--- src/rtl/lut_neuron_arbiter.sv ---
`default_nettype none
// ============================================================================
// lut_neuron_arbiter: serially loaded 2^IN_BITS x 1 neuron truth table shared
// by NUM_REQ requesters under round-robin arbitration. Rev 1.0
// ============================================================================
module lut_neuron_arbiter #(
  parameter int IN_BITS = 8,
  parameter int NUM_REQ = 4,
  parameter int ID_W    = $clog2(NUM_REQ)
) (
  input  logic                       clk,
  input  logic                       rst,
  input  logic                       cfg_start_i,
  input  logic                       cfg_we_i,
  input  logic                       cfg_bit_i,
  output logic                       cfg_loaded_o,
  input  logic [NUM_REQ-1:0]         req_valid_i,
  input  logic [NUM_REQ*IN_BITS-1:0] req_data_i,
  output logic [NUM_REQ-1:0]         req_ready_o,
  output logic                       rsp_valid_o,
  output logic                       rsp_bit_o,
  output logic [ID_W-1:0]            rsp_id_o,
  input  logic                       rsp_ready_i
);

  localparam int DEPTH = 1 << IN_BITS;
  localparam logic [IN_BITS:0] LAST_IDX = (IN_BITS+1)'(DEPTH - 1);

  typedef enum logic [1:0] {
    ST_IDLE = 2'd0,
    ST_LOAD = 2'd1,
    ST_RUN  = 2'd2
  } state_t;

  state_t             state_q, state_d;
  logic [IN_BITS:0]   idx_q, idx_d;
  logic [ID_W-1:0]    last_grant_q, last_grant_d;
  logic               rsp_valid_q, rsp_valid_d;
  logic               rsp_bit_q, rsp_bit_d;
  logic [ID_W-1:0]    rsp_id_q, rsp_id_d;

  // Table contents are deliberately not reset; they are valid only after a full load.
  logic               table_q [DEPTH];

  logic               tbl_we;
  logic [IN_BITS-1:0] tbl_waddr;
  logic               grant_en;
  logic               grant_found;
  logic               grant;
  logic [ID_W-1:0]    grant_id;
  logic [ID_W-1:0]    cand;
  logic [NUM_REQ-1:0] grant_onehot;
  logic [IN_BITS-1:0] sel_data;
  logic               lookup_bit;

  always_comb begin
    state_d   = state_q;
    idx_d     = idx_q;
    tbl_we    = 1'b0;
    tbl_waddr = idx_q[IN_BITS-1:0];
    case (state_q)
      ST_IDLE: begin
        if (cfg_start_i) begin
          state_d = ST_LOAD;
          idx_d   = '0;
        end
      end
      ST_LOAD: begin
        // A restart that carries a write stores it at entry 0.
        if (cfg_start_i) begin
          tbl_waddr = '0;
          tbl_we    = cfg_we_i;
          idx_d     = cfg_we_i ? (IN_BITS+1)'(1) : '0;
        end else if (cfg_we_i) begin
          tbl_we = 1'b1;
          if (idx_q == LAST_IDX) begin
            state_d = ST_RUN;
            idx_d   = '0;
          end else begin
            idx_d = idx_q + (IN_BITS+1)'(1);
          end
        end
      end
      ST_RUN: begin
        if (cfg_start_i) begin
          state_d = ST_LOAD;
          idx_d   = '0;
        end
      end
      default: begin
        state_d = ST_IDLE;
        idx_d   = '0;
      end
    endcase
  end

  always_comb begin
    grant_en     = (state_q == ST_RUN) && !cfg_start_i && (!rsp_valid_q || rsp_ready_i);
    grant_found  = 1'b0;
    grant_id     = last_grant_q;
    cand         = '0;
    for (int i = 1; i <= NUM_REQ; i++) begin
      cand = ID_W'((int'(last_grant_q) + i) % NUM_REQ);
      if (!grant_found && req_valid_i[cand]) begin
        grant_found = 1'b1;
        grant_id    = cand;
      end
    end
    grant        = grant_en && grant_found;
    grant_onehot = '0;
    if (grant) begin
      grant_onehot[grant_id] = 1'b1;
    end
    sel_data = '0;
    for (int k = 0; k < NUM_REQ; k++) begin
      if (grant_id == ID_W'(k)) begin
        sel_data = req_data_i[k*IN_BITS +: IN_BITS];
      end
    end
    lookup_bit = table_q[sel_data];
  end

  always_comb begin
    rsp_valid_d  = rsp_valid_q;
    rsp_bit_d    = rsp_bit_q;
    rsp_id_d     = rsp_id_q;
    last_grant_d = last_grant_q;
    if (grant) begin
      rsp_valid_d  = 1'b1;
      rsp_bit_d    = lookup_bit;
      rsp_id_d     = grant_id;
      last_grant_d = grant_id;
    end else if (rsp_valid_q && rsp_ready_i) begin
      rsp_valid_d = 1'b0;
    end
  end

  always_ff @(posedge clk or posedge rst) begin
    if (rst) begin
      state_q      <= ST_IDLE;
      idx_q        <= '0;
      last_grant_q <= ID_W'(NUM_REQ - 1);
      rsp_valid_q  <= 1'b0;
      rsp_bit_q    <= 1'b0;
      rsp_id_q     <= '0;
    end else begin
      state_q      <= state_d;
      idx_q        <= idx_d;
      last_grant_q <= last_grant_d;
      rsp_valid_q  <= rsp_valid_d;
      rsp_bit_q    <= rsp_bit_d;
      rsp_id_q     <= rsp_id_d;
    end
  end

  always_ff @(posedge clk) begin
    if (tbl_we) begin
      table_q[tbl_waddr] <= cfg_bit_i;
    end
  end

  assign cfg_loaded_o = (state_q == ST_RUN);
  assign req_ready_o  = grant_onehot;
  assign rsp_valid_o  = rsp_valid_q;
  assign rsp_bit_o    = rsp_bit_q;
  assign rsp_id_o     = rsp_id_q;

endmodule
`default_nettype wire

--- config.mk ---
export PLATFORM = sky130hd
export DESIGN_NAME = lut_neuron_arbiter
export DESIGN_NICKNAME = d
export VERILOG_FILES = /design/src/rtl/lut_neuron_arbiter.sv
export SDC_FILE = /design/constraint.sdc
export NUM_CORES = 1
export LEC_CHECK = 0
export ABC_CLOCK_PERIOD_IN_PS = 4700
export BUFFER_PORTS_ARGS = -buffer_cell sky130_fd_sc_hd__buf_4
export CORE_MARGIN = 2
export CORE_UTILIZATION = 45
export CTS_CLUSTER_SIZE = 30
export DETAILED_ROUTE_END_ITERATION = 6
export SYNTH_ARGS = -nofsm -noshare
export SYNTH_HDL_FRONTEND = slang
export SYNTH_SLANG_ARGS = --single-unit
--- constraint.sdc ---
create_clock -name clk -period 4.7 [get_ports clk]
set_input_delay 0.94 -clock clk [delete_from_list [all_inputs] [get_ports clk]]
set_output_delay 0.94 -clock clk [all_outputs]
set_load 0.02 [all_outputs]
==> impl_summary.md <==
Outcome
The run finished with clean final reports.

Critical path
The kind of start point of the critical path is a flip-flop. The worst setup path is captured at a flip-flop. Along the worst path, the maximum fanout reaches 10. The critical path data arrival time is 4.34 ns. The cell repeated most along the worst path is sky130_fd_sc_hd__buf_4. The required time of the critical path is 5.18 ns.

Measured in cells, the most critical reg-to-reg path has a length of 13. The endpoint identified for the worst register-to-register timing path is rsp_bit_o. The gate family responsible for the most delay along the worst path is compound AO/OA/AOI/OAI gates. The signal on the critical path passes through and3b_1, o31ai_4, mux2i_1, mux2_2, nand2b_1, buf_4, a211oi_1, o41ai_1, buf_4, nand4_1, nor4_2, nor4_1, a21oi_1. The maximum cell stage delay along the critical path is 0.58 ns. The slowest stage of the critical path is the sky130_fd_sc_hd__dfstp_2 cell. The launch point of the worst reg-to-reg path is last_grant_q[0]. Together, buffers and inverters on the worst path number 2. The classification of the worst setup path is reg -> reg.

The setup check on the worst reg-to-reg path leaves a slack of 0.83 ns.

Pwr
The clock share of power is 0.425. The leakage component of the power is 5.08 nW. VDD sags by at most 0.299 mV. The power density relative to cell area is 375 nW/µm². The switching part of the total power is 0.240. The share of total power dissipated in combinational logic is 0.111. Cell internal power was estimated by the tool at 4.37 mW. The sequential power share is 0.464. In this run the power spent charging and discharging nets is 1.38 mW.

Route
The number of detailed-route iterations in the first pass is 6. The total length of routed wires is 40.1 mm. The routed length per placed instance is 24.4 µm. In this run, the number of DRC markers left after iteration 0 of detailed routing was 1282. The via-per-instance ratio is 6.24. The via count of the routed design is 10300. The final routed DRC violation total is 0. Once detail routing completed, the nets flagged for antenna violations numbered 0.

Synth
The number of synthesized flops with an enable pin is 256. In the post-synthesis netlist, the biggest area contributors are sky130_fd_sc_hd__edfxtp_1 (57%), sky130_fd_sc_hd__nor2_1 (8.0%), sky130_fd_sc_hd__mux2i_1 (5.3%), sky130_fd_sc_hd__a211oi_1 (4.4%), sky130_fd_sc_hd__and3_1 (3.6%). After synthesis the cells add up to 13500 µm². During synthesis, Yosys emitted a total of 0 warnings. The synthesized design spends more area on one cell type than any other, namely sky130_fd_sc_hd__edfxtp_1. Counting flops and latches in the post-synthesis netlist gives 273.

Of the post-synthesis cell area, the dominant cell type holds 0.571. Of all flip-flops after synthesis, the portion carrying an async set or reset was 0.0623. The number of nets handed over by synthesis was 1255. The cell count after synthesis is 1212. For this run, the register share of the synthesized area comes to 0.602. Each instance of the synthesized netlist takes up on average 11.1 µm².

The count of unique library cells instantiated by Yosys is 51. The commonest register cell after synthesis is sky130_fd_sc_hd__edfxtp_1.

CTS
CTS saw 273 sinks. The buffer depth of the longest clock path is 3. The number of buffers inserted during clock tree synthesis is 29. The number of setup buffers added after CTS is 0. TritonCTS built the clock tree. In this run the number of H-tree levels came out at 1. The clock-pin slew reported for the worst setup and hold paths after clock tree synthesis is 0.06 ns. Buffers inserted to repair hold after CTS numbered 0. The root buffer cell chosen for the clock tree is sky130_fd_sc_hd__clkbuf_16.

Once the clock tree was built, the resizer swapped 0 gates to a different size. For the worst-skew pair, the clock arrives at the later sink with an insertion delay of 0.56 ns.

Global route
The global-route wire length before repair is 60.6 mm. The via count of the first global-routing pass is 9851. After global routing the overflow that remains totals 0.

The number of antenna violations at the first check in global routing was 0. Across every metal layer, demand over resource in global routing totals 0.258. Entering global routing, the biggest net connects 140 pins.

Die
The floorplan step set the die height to 177 µm. The count of pins on the block boundary is 51. Measured along the x axis, the die boundary spans 177 µm.

The number of placement rows is 63. After floorplanning, the core was sized to cover 29600 µm². The floorplan step defined a die boundary enclosing 31300 µm².

The initial utilization of the core area, before any placement, comes to 0.456.

Placement
Buffers placed on the I/O ports in this run total 50. The placer congestion estimate is 0.845. Once placement completed, the tool counted placed cells totaling 1591. The wire-length estimate of the detail-placed layout is 24.7 mm.

Final layout
The final-layout fill cell count is 2610. The count of placed standard cells in the final layout, fillers left out is 1645. The area growth from synthesis to layout is 13.8%. The final layout contains 1275 nets. The fraction of final layout cells sized beyond drive strength 1 is 0.132. The repair_antennas step left the layout with diodes totalling 0.

Timing
For the finished layout, the period the worst path requires is 3.87 ns. The final sum of negative setup slack is 0 ns. The number of failing hold endpoints at the final stage was 0.

Setup repair after global routing left no endpoint under its margin. The worst clock skew is 0.0113 ns. The worst pin sits at a relative slew slack of 0.333. The final-report max-slew violation count is 0.

The highest attainable clock frequency is 259 MHz. Setup violations remaining at the end of the flow were counted as 0. The measured slew at the worst slew-check pin is 0.998 ns. Dividing the final minimum period by the clock period gives 0.822.

Worst hold path
The hold-critical path endpoint is rsp_id_o[1]. The class of the most critical hold timing path is reg -> reg. The worst hold path stage count is 1. The source of the worst hold timing path is rsp_id_o[1].

Run
Across the run, the number of max-cap violations was 0.
==> logic make-up (layout without fill, tap and decap cells) <==
group | Yosys count | in the layout | synth area share
AO/OA/AOI/OAI | 240 | 240 | 0.130
adder cells (fa/ha/maj) | 1 | 1 | 0.000929
buffers and inverters | 111 | 154 | 0.0350
flip-flops | 273 | 273 | 0.602
multiplexers | 77 | 77 | 0.0577
AND/OR/NAND/NOR | 510 | 510 | 0.173
==> power groups by stage <==
stage	Sequential, mW	Combinational (mW)	Clock (mW)
after floorplan	2.71	0.377	0
after global placement	2.72	0.627	0
after detailed placement	2.72	0.631	0
after CTS	2.67	0.633	2.47
after global routing	2.67	0.682	2.56
final	2.67	0.638	2.44
==> layer usage <==
metal / share of wire / GRT usage / vias up
li1: - / - / 4579
met1: 0.43 / 0.368 / 5220
met2: 0.48 / 0.417 / 388
met3: 0.074 / 0.0299 / 70
met4: 0.023 / 0.0730 / 0
met5: 0 / 0 / -
==> final cells by class <==
class,count,area [µm²],share of cell area
inverters,2,7.51,0.000490
clock inverters,17,213,0.0139
clock buffers,37,806,0.0525
multi-input cells,828,4920,0.321
repair buffers,98,790,0.0515
flip-flops and latches,273,8120,0.529
well taps,390,488,0.0318
==> state kept, by name, indices dropped and copies added (netlist names) <==
register      flops
table_q         256
idx_q             9
last_grant_q      2
rsp_id_o          2
state_q           2
rsp_bit_o         1
rsp_valid_o       1
==> worst max path at each step <==
stage	startpoint	to	depth (start not counted)
after floorplan	req_valid_i[2]	rsp_bit_o	14
after global placement	req_valid_i[3]	rsp_bit_o	13
after detailed placement	req_valid_i[3]	rsp_bit_o	15
after CTS	last_grant_q[0]	rsp_bit_o	14
after global routing	last_grant_q[0]	rsp_bit_o	13
final	last_grant_q[0]	rsp_bit_o	13
==> cells in the final DEF (no fill, tap or decap), types with 7 or more instances in the layout <==
cell type	Yosys	final
sky130_fd_sc_hd__and3_1	77	77
sky130_fd_sc_hd__a21oi_1	14	13
sky130_fd_sc_hd__o21ai_0	14	14
sky130_fd_sc_hd__buf_4	0	93
sky130_fd_sc_hd__nand2b_1	7	7
sky130_fd_sc_hd__mux2i_1	72	72
sky130_fd_sc_hd__clkbuf_16	0	29
sky130_fd_sc_hd__nor2_1	286	286
sky130_fd_sc_hd__edfxtp_1	256	256
sky130_fd_sc_hd__nand3_1	24	23
sky130_fd_sc_hd__nand4_1	7	7
sky130_fd_sc_hd__a41o_1	7	7
sky130_fd_sc_hd__nor4_1	18	18
sky130_fd_sc_hd__clkinv_2	0	7
sky130_fd_sc_hd__nand2_1	52	50
sky130_fd_sc_hd__nor2b_1	12	12
sky130_fd_sc_hd__dfrtp_1	15	15
sky130_fd_sc_hd__a211oi_1	79	79
sky130_fd_sc_hd__o211ai_1	50	50
sky130_fd_sc_hd__a22oi_1	49	49
==> cells in the mapped netlist, types with 4 or more instances <==
| cell type | instances |
|---|---|
| sky130_fd_sc_hd__nor2_1 | 286 |
| sky130_fd_sc_hd__a22oi_1 | 49 |
| sky130_fd_sc_hd__and3_1 | 77 |
| sky130_fd_sc_hd__nor3_1 | 5 |
| sky130_fd_sc_hd__dfrtp_1 | 15 |
| sky130_fd_sc_hd__clkbuf_1 | 83 |
| sky130_fd_sc_hd__a211oi_1 | 79 |
| sky130_fd_sc_hd__o21ai_0 | 14 |
| sky130_fd_sc_hd__nand2b_1 | 7 |
| sky130_fd_sc_hd__edfxtp_1 | 256 |
| sky130_fd_sc_hd__nand2_1 | 52 |
| sky130_fd_sc_hd__o22ai_1 | 5 |
| sky130_fd_sc_hd__o21a_1 | 6 |
| sky130_fd_sc_hd__a41oi_1 | 5 |
| sky130_fd_sc_hd__a41o_1 | 7 |
| sky130_fd_sc_hd__o211ai_1 | 50 |
| sky130_fd_sc_hd__mux2_2 | 5 |
| sky130_fd_sc_hd__nor2b_1 | 12 |
| sky130_fd_sc_hd__buf_2 | 20 |
| sky130_fd_sc_hd__nand4_1 | 7 |
| sky130_fd_sc_hd__a21oi_1 | 14 |
| sky130_fd_sc_hd__nor4_1 | 18 |
| sky130_fd_sc_hd__buf_6 | 4 |
| sky130_fd_sc_hd__mux2i_1 | 72 |
| sky130_fd_sc_hd__nand3_1 | 24 |
| sky130_fd_sc_hd__and2_1 | 7 |
==> per-stage QoR <==
step                      cell area [µm²]   util  total power [mW]  hold WS (ns)  setup slack, ns
after floorplan                     13500      -              3.09         0.483             1.09
after detailed placement            14300  0.484              3.35         0.481            0.386
after global routing                15300  0.519              5.91         0.545            0.609
after CTS                           15300  0.519              5.77         0.505            0.876
final                               15300  0.519              5.75         0.506            0.835
after global placement              14300  0.484              3.35         0.474            0.456
(Power assumes the default switching activity.)
